[src/rtl/track_timer_reader_if.sv]
// Memory read port and output record stream of the track-timestamp reader.
interface track_timer_reader_if;
   logic        rd_en;
   logic [15:0] rd_addr;
   logic [31:0] rd_data;
   logic        out_valid;
   logic        out_ready;
   logic [9:0]  out_index;
   logic [4:0]  out_bx;
   logic [26:0] out_delta;

   // Reader side: drives the memory strobe/address and the record stream
   modport master (
      output rd_en, rd_addr, out_valid, out_index, out_bx, out_delta,
      input  rd_data, out_ready
   );

   // Memory + consumer side
   modport slave (
      input  rd_en, rd_addr, out_valid, out_index, out_bx, out_delta,
      output rd_data, out_ready
   );
endinterface

[src/rtl/track_timer_reader.sv]
// Walks the track-timestamp memory and streams each record's latency
// relative to record 0, with credit-based flow control into a small FWFT FIFO.
module track_timer_reader #(
   parameter int unsigned RD_LAT      = 2,
   parameter int unsigned FIFO_DEPTH  = 4,
   parameter int unsigned MAX_RECORDS = 1024
) (
   input  logic                  clk,
   input  logic                  reset,
   input  logic                  start,
   input  logic [10:0]           num_records,
   track_timer_reader_if.master  bus,
   output logic                  busy,
   output logic                  done,
   output logic                  order_err
);

   localparam int unsigned CNT_W  = 11;
   localparam int unsigned PTR_W  = $clog2(FIFO_DEPTH);
   localparam int unsigned OCC_W  = $clog2(FIFO_DEPTH + 1);
   localparam int unsigned TS_W   = 27;
   localparam int unsigned BX_W   = 5;
   localparam int unsigned IDX_W  = 10;
   localparam int unsigned ADDR_W = 16;

   typedef enum logic [1:0] {IDLE, STREAM, FINISH} state_t;

   typedef struct packed {
      logic [IDX_W-1:0] index;
      logic [BX_W-1:0]  bx;
      logic [TS_W-1:0]  delta;
   } rec_t;

   state_t              state_q, state_d;
   logic [CNT_W-1:0]    n_q, n_d;
   logic [CNT_W-1:0]    issued_q, issued_d;
   logic [CNT_W-1:0]    returned_q, returned_d;
   logic [CNT_W-1:0]    accepted_q, accepted_d;
   logic [OCC_W-1:0]    credit_q, credit_d;
   logic [OCC_W-1:0]    count_q, count_d;
   logic [PTR_W-1:0]    rptr_q, rptr_d;
   logic [PTR_W-1:0]    wptr_q, wptr_d;
   logic [RD_LAT-1:0]   dl_q, dl_d;
   logic [TS_W-1:0]     ref_q, ref_d;
   logic                rd_en_q, rd_en_d;
   logic [ADDR_W-1:0]   rd_addr_q, rd_addr_d;
   logic                out_valid_q, out_valid_d;
   rec_t                head_q, head_d;
   logic                busy_q, busy_d;
   logic                done_q, done_d;
   logic                order_err_q, order_err_d;
   rec_t                fifo_q [FIFO_DEPTH];

   logic                push_c;
   logic                pop_c;
   rec_t                push_rec_c;
   logic [OCC_W-1:0]    credit_eff_c;
   logic [CNT_W-1:0]    n_clamp_c;
   logic [TS_W-1:0]     ts_c;

   assign ts_c      = bus.rd_data[TS_W-1:0];
   assign n_clamp_c = (num_records > CNT_W'(MAX_RECORDS)) ? CNT_W'(MAX_RECORDS) : num_records;

   // Next-state, return path, FIFO bookkeeping and registered-output values
   always_comb begin
      state_d      = state_q;
      n_d          = n_q;
      issued_d     = issued_q;
      returned_d   = returned_q;
      accepted_d   = accepted_q;
      count_d      = count_q;
      rptr_d       = rptr_q;
      wptr_d       = wptr_q;
      dl_d         = RD_LAT'({dl_q, rd_en_q});
      ref_d        = ref_q;
      rd_en_d      = 1'b0;
      rd_addr_d    = rd_addr_q;
      out_valid_d  = out_valid_q;
      head_d       = head_q;
      busy_d       = busy_q;
      done_d       = 1'b0;
      order_err_d  = order_err_q;
      push_c       = dl_q[RD_LAT-1];
      pop_c        = out_valid_q & bus.out_ready;
      credit_eff_c = credit_q - OCC_W'(pop_c);
      credit_d     = credit_eff_c;

      // Returning word: record 0 becomes the reference, later ones saturate at 0 if early
      push_rec_c.index = IDX_W'(returned_q);
      push_rec_c.bx    = bus.rd_data[31:27];
      push_rec_c.delta = ((returned_q == '0) || (ts_c < ref_q)) ? '0 : (ts_c - ref_q);
      if (push_c) begin
         returned_d = returned_q + CNT_W'(1);
         if (returned_q == '0) begin
            ref_d = ts_c;
         end else if (ts_c < ref_q) begin
            order_err_d = 1'b1;
         end
      end

      // FWFT FIFO: head register tracks the entry that will be at the read pointer
      count_d     = count_q + OCC_W'(push_c) - OCC_W'(pop_c);
      rptr_d      = rptr_q + PTR_W'(pop_c);
      wptr_d      = wptr_q + PTR_W'(push_c);
      out_valid_d = (count_d != '0);
      if (count_d != '0) begin
         head_d = (push_c && (rptr_d == wptr_q)) ? push_rec_c : fifo_q[rptr_d];
      end

      unique case (state_q)
         IDLE: begin
            if (start) begin
               n_d         = n_clamp_c;
               issued_d    = '0;
               returned_d  = '0;
               accepted_d  = '0;
               credit_d    = '0;
               order_err_d = 1'b0;
               if (n_clamp_c == '0) begin
                  state_d = FINISH;
               end else begin
                  state_d   = STREAM;
                  busy_d    = 1'b1;
                  rd_en_d   = 1'b1;
                  rd_addr_d = '0;
                  issued_d  = CNT_W'(1);
                  credit_d  = OCC_W'(1);
               end
            end
         end
         STREAM: begin
            if ((issued_q < n_q) && (credit_eff_c < OCC_W'(FIFO_DEPTH))) begin
               rd_en_d   = 1'b1;
               rd_addr_d = ADDR_W'({issued_q, 2'b00});
               issued_d  = issued_q + CNT_W'(1);
               credit_d  = credit_eff_c + OCC_W'(1);
            end
            if (pop_c) begin
               accepted_d = accepted_q + CNT_W'(1);
               if ((accepted_q + CNT_W'(1)) == n_q) begin
                  state_d = FINISH;
                  done_d  = 1'b1;
               end
            end
         end
         FINISH: begin
            // STREAM arrives with done already raised; the empty pass raises it here
            busy_d  = 1'b0;
            done_d  = ~done_q;
            state_d = done_q ? IDLE : FINISH;
         end
         default: begin
            state_d = IDLE;
         end
      endcase
   end

   // State and control registers
   always_ff @(posedge clk or posedge reset) begin
      if (reset) begin
         state_q     <= IDLE;
         n_q         <= '0;
         issued_q    <= '0;
         returned_q  <= '0;
         accepted_q  <= '0;
         credit_q    <= '0;
         count_q     <= '0;
         rptr_q      <= '0;
         wptr_q      <= '0;
         dl_q        <= '0;
         ref_q       <= '0;
         rd_en_q     <= 1'b0;
         rd_addr_q   <= '0;
         out_valid_q <= 1'b0;
         head_q      <= '0;
         busy_q      <= 1'b0;
         done_q      <= 1'b0;
         order_err_q <= 1'b0;
      end else begin
         state_q     <= state_d;
         n_q         <= n_d;
         issued_q    <= issued_d;
         returned_q  <= returned_d;
         accepted_q  <= accepted_d;
         credit_q    <= credit_d;
         count_q     <= count_d;
         rptr_q      <= rptr_d;
         wptr_q      <= wptr_d;
         dl_q        <= dl_d;
         ref_q       <= ref_d;
         rd_en_q     <= rd_en_d;
         rd_addr_q   <= rd_addr_d;
         out_valid_q <= out_valid_d;
         head_q      <= head_d;
         busy_q      <= busy_d;
         done_q      <= done_d;
         order_err_q <= order_err_d;
      end
   end

   // FIFO storage
   always_ff @(posedge clk or posedge reset) begin
      if (reset) begin
         fifo_q <= '{default: '0};
      end else if (push_c) begin
         fifo_q[wptr_q] <= push_rec_c;
      end
   end

   assign bus.rd_en     = rd_en_q;
   assign bus.rd_addr   = rd_addr_q;
   assign bus.out_valid = out_valid_q;
   assign bus.out_index = head_q.index;
   assign bus.out_bx    = head_q.bx;
   assign bus.out_delta = head_q.delta;
   assign busy          = busy_q;
   assign done          = done_q;
   assign order_err     = order_err_q;

endmodule

[src/flat_wrapper.sv]
// flat-port wrapper written by rule: the top's interface ports become plain ports
module track_timer_reader_flat 
#(
   parameter int unsigned RD_LAT      = 2,
   parameter int unsigned FIFO_DEPTH  = 4,
   parameter int unsigned MAX_RECORDS = 1024
)
  (clk, reset, start, num_records, busy, done, order_err, bus_rd_en, bus_rd_addr, bus_out_valid, bus_out_index, bus_out_bx, bus_out_delta, bus_rd_data, bus_out_ready);
  track_timer_reader_if bus_i ();
  input  logic clk;
  input  logic reset;
  input  logic start;
  input  logic [10:0] num_records;
  output logic busy;
  output logic done;
  output logic order_err;
  output wire logic [$bits(bus_i.rd_en)-1:0] bus_rd_en;
  output wire logic [$bits(bus_i.rd_addr)-1:0] bus_rd_addr;
  output wire logic [$bits(bus_i.out_valid)-1:0] bus_out_valid;
  output wire logic [$bits(bus_i.out_index)-1:0] bus_out_index;
  output wire logic [$bits(bus_i.out_bx)-1:0] bus_out_bx;
  output wire logic [$bits(bus_i.out_delta)-1:0] bus_out_delta;
  input wire logic [$bits(bus_i.rd_data)-1:0] bus_rd_data;
  input wire logic [$bits(bus_i.out_ready)-1:0] bus_out_ready;
  assign bus_rd_en = bus_i.rd_en;
  assign bus_rd_addr = bus_i.rd_addr;
  assign bus_out_valid = bus_i.out_valid;
  assign bus_out_index = bus_i.out_index;
  assign bus_out_bx = bus_i.out_bx;
  assign bus_out_delta = bus_i.out_delta;
  assign bus_i.rd_data = bus_rd_data;
  assign bus_i.out_ready = bus_out_ready;
  track_timer_reader #(.RD_LAT(RD_LAT), .FIFO_DEPTH(FIFO_DEPTH), .MAX_RECORDS(MAX_RECORDS)) u_core (.clk(clk), .reset(reset), .start(start), .num_records(num_records), .bus(bus_i), .busy(busy), .done(done), .order_err(order_err));
endmodule
[config.mk]
export PLATFORM = sky130hd
export DESIGN_NAME = track_timer_reader_flat
export DESIGN_NICKNAME = d
export VERILOG_FILES = /design/src/rtl/track_timer_reader_if.sv /design/src/rtl/track_timer_reader.sv /design/src/flat_wrapper.sv
export SDC_FILE = /design/constraint.sdc
export NUM_CORES = 1
export LEC_CHECK = 0
export CORE_UTILIZATION = 43
export CTS_BUF_LIST = sky130_fd_sc_hd__clkbuf_2 sky130_fd_sc_hd__clkbuf_4 sky130_fd_sc_hd__clkbuf_8
export DETAILED_ROUTE_END_ITERATION = 10
export DONT_BUFFER_PORTS = 1
export SYNTH_ARGS = -nofsm -noshare
export SYNTH_HDL_FRONTEND = slang
export SYNTH_SLANG_ARGS = --single-unit
[constraint.sdc]
create_clock -name clk -period 10.89 [get_ports clk]
set_clock_uncertainty 0.1 [all_clocks]
set_input_delay 2.178 -clock clk [delete_from_list [all_inputs] [get_ports clk]]
set_output_delay 2.178 -clock clk [all_outputs]
set_load 0.02 [all_outputs]
==> results.md <==
* Dpl ws at 5190 ps
* Die ar. at roughly 37000 um2
* Clock Sinks at 311
* Final setup TNS at 0 ps
* Slew @ Worst Pin at 1170 ps
* Fin. Hold Viols at 0
* Hold-fix buffer count after cts at 0
* Unrepaired setup endpoints after global routing: false
* Slack of the critical path at 5870 ps
* Minimum clock period at 5020 ps
* Antenna violations before repair at 0
* Number of global-route vias before repair at 11400
* Post-synth cell types at 76
* Fillers at 3273
* PwrDens at ~320 nW/um2
* Core area at 35800 um2
* RePlAce Congestion at 0.842
* Failing checks: DRC
* CTS tree: done
* Clock Latency Late Sink at 620 ps
* Ys flop type: dfrtp_1
* Slew HR at around 22%
* Ports at 110
* Syn Area/Cell at 10.1 um2
* Antenna Cells at 0
* Mapped Cells at ~1600
* Dpl hpwl at 24000 um
* Clock root buffer: clkbuf_8
* GR Layer Usage met2 at ~33%
* Max Fclk at 199 MHz
* Met3 GRT Util at 4.32%
* DP Area at ~16000 um2
* YS warnings at 0
* Reg clk slew, reported paths at 60 ps
* H-tree levels at 2
* Util after Layout at between 40% and 50%
* R2R Setup Slk at 6900 ps
* CP Launch Type: input port
* Layer carrying the most global-route usage: met2
* DR iter-0 viols at 697
* Area grow syn2layout at 9.28%
* Drt total wl at 37800 um
* Hold wc startpoint: u_core.dl_q[0]
* Post-synth EDFFs at 0
* Die Y at 194 um
* # rows at 69
* Critical R2R Launch: u_core.bus.out_valid
* Post CTS Setup Buffer Count at 0
* Arr. time, crit path at 5470 ps
* Via Count at 11300
* Pin count of the biggest net entering global routing at 121
* Slew Viols, Final at 0
* Synth Register Bits at 311
* Die W at 194 um
* Final setup viols at 0
* DR DRC count at 4
* Post-cts sizing count at 0
* Most frequent cells in the layout: dfrtp_1 (311), nand2_1 (283), o21ai_0 (162), nor2_1 (89), a21oi_1 (76)
* Critical path class: in -> reg
* IO Port Bufs at 0
* Nets@finish at between 1500 and 2000
* Commonest non-fill, non-tap cell in the layout: dfrtp_1
* Leak at 7.86 nW
* Routed vias/inst at 5.51
* WL/cell at 18.5 um
* Post-route cell area at 17200 um2
* Post-synth ARST share at 100%
* Final hold slack at between 200 and 300 ps
* Global-route wire length before repair at around 62000 um
* CP Capture Type: flop
* Status: complete, but fails checks
* CTS Buf Count at between 50 and 60
* Sequential fraction of the synthesis area at 49.4%
* Maximum vdd drop at 157 uV
* Max-Cap Viols at 0
* Clock Tree Buf Depth at 3
* CP max FO at 53
* Share of layout cells above drive strength 1 at 15.5%
* DR pass1 iterations at 11
* Routing usage on met1 at between 20 and 30%
* Mapped Area at 15800 um2
* Total GRT Usage at between 20 and 25%
* Initial Utilization at 44.0%
* Grt total ovfl at 0
* Antenna Nets Post-Route at 0
* Critical path startpoint: bus_out_ready
* HP Class: reg -> reg
* Final Cycle Share at 46.1%
* Req. time, crit path at 11330 ps
## registers in the layout (all words and copies together) (netlist names), 2 cells and up
name / count
u_core.fifo_q: 168
u_core.bus.out_delta: 27
u_core.ref_q: 27
u_core.accepted_q: 11
u_core.bus.rd_addr: 11
u_core.issued_q: 11
u_core.n_q: 11
u_core.returned_q: 11
u_core.bus.out_index: 10
u_core.bus.out_bx: 5
u_core.count_q: 3
u_core.credit_q: 3
u_core.dl_q: 2
u_core.rptr_q: 2
u_core.state_q: 2
u_core.wptr_q: 2
## metrics by stage
stage	power, mW	std cells
after floorplan	3.71	1568
after global placement	4.30	1943
after detailed placement	4.35	1943
after CTS	5.49	2042
after global routing	5.85	2042
final	5.43	2042
## Yosys cell counts (6+ instances only)
cell	number	area, um2
a21o_1	18	135
buf_4	9	67.6
xor2_1	31	272
mux4_2	42	946
nand2b_1	10	62.6
a31oi_1	16	100
nor3_1	18	90.1
a21oi_1	76	380
xnor2_1	27	236
nor2_1	89	334
o31ai_1	7	52.6
nand3b_1	8	60.1
mux2_2	64	721
or3_1	11	68.8
ha_1	52	651
and3_1	13	81.3
clkbuf_1	68	255
dfrtp_1	311	7780
inv_1	67	251
nand4_1	15	93.8
nand3_1	35	175
o21ai_0	162	811
buf_1	6	22.5
buf_2	14	70.1
nand2_1	283	1060
a22o_1	13	114
## cells by family (layout without fill, tap and decap cells)
logic type	Yosys count	after routing	share of synthesized area [%]
AND/OR/NAND/NOR	512	512	14.3
flip-flops	311	311	49.4
buffers and inverters	166	179	4.28
AO/OA/AOI/OAI	353	353	13.7
multiplexers	109	109	10.8
other	1	5	0.0238
XOR/XNOR	58	58	3.22
adder cells (fa/ha/maj)	54	54	4.38
## power breakdown
part | internal (mW) | switching (mW)
registers | 1.53 | 0.327
logic | 0.968 | 1.49
clock network | 0.620 | 0.490
## metal layers
layer,vias up,wire [um]
met5,-,0
met4,0,722
met3,46,2040
met2,236,17700
met1,5567,17400
li1,5404,-
## worst paths after layout
| check | endpoint | cells after the start |
|---|---|---|
| min | u_core.dl_q[1] | 0 |
| max | u_core.bus.out_delta[24] | 15 |
| max reg2reg | u_core.bus.out_delta[24] | 15 |
| min in group asynchronous | u_core.order_err | 1 |
| min reg2reg | u_core.dl_q[1] | 0 |
| max in group asynchronous | u_core.fifo_q[125] | 3 |
## area by class of cell
type                    instances  area [um2]  share of cell area, %
flip-flops and latches        311        7780                   45.2
repair buffers                 12        90.1                  0.523
clock buffers                  86        1060                   6.18
multi-input cells            1091        7380                   42.8
clock inverters                13        75.1                  0.436
inverters                      68         263                   1.52
well taps                     461         577                   3.35
## worst max-delay path: stages
cell and delay [ps]:
nand2_1 140, inv_1 130, ha_1 280, inv_1 50, ha_1 120, inv_1 50
fa_1 370, xnor2_1 150, xnor2_1 210, nor3_2 60, buf_4 260, inv_2 840
nand2_1 180, nor2_1 280, a21o_1 150
Power figures use the tool's default switching activity.
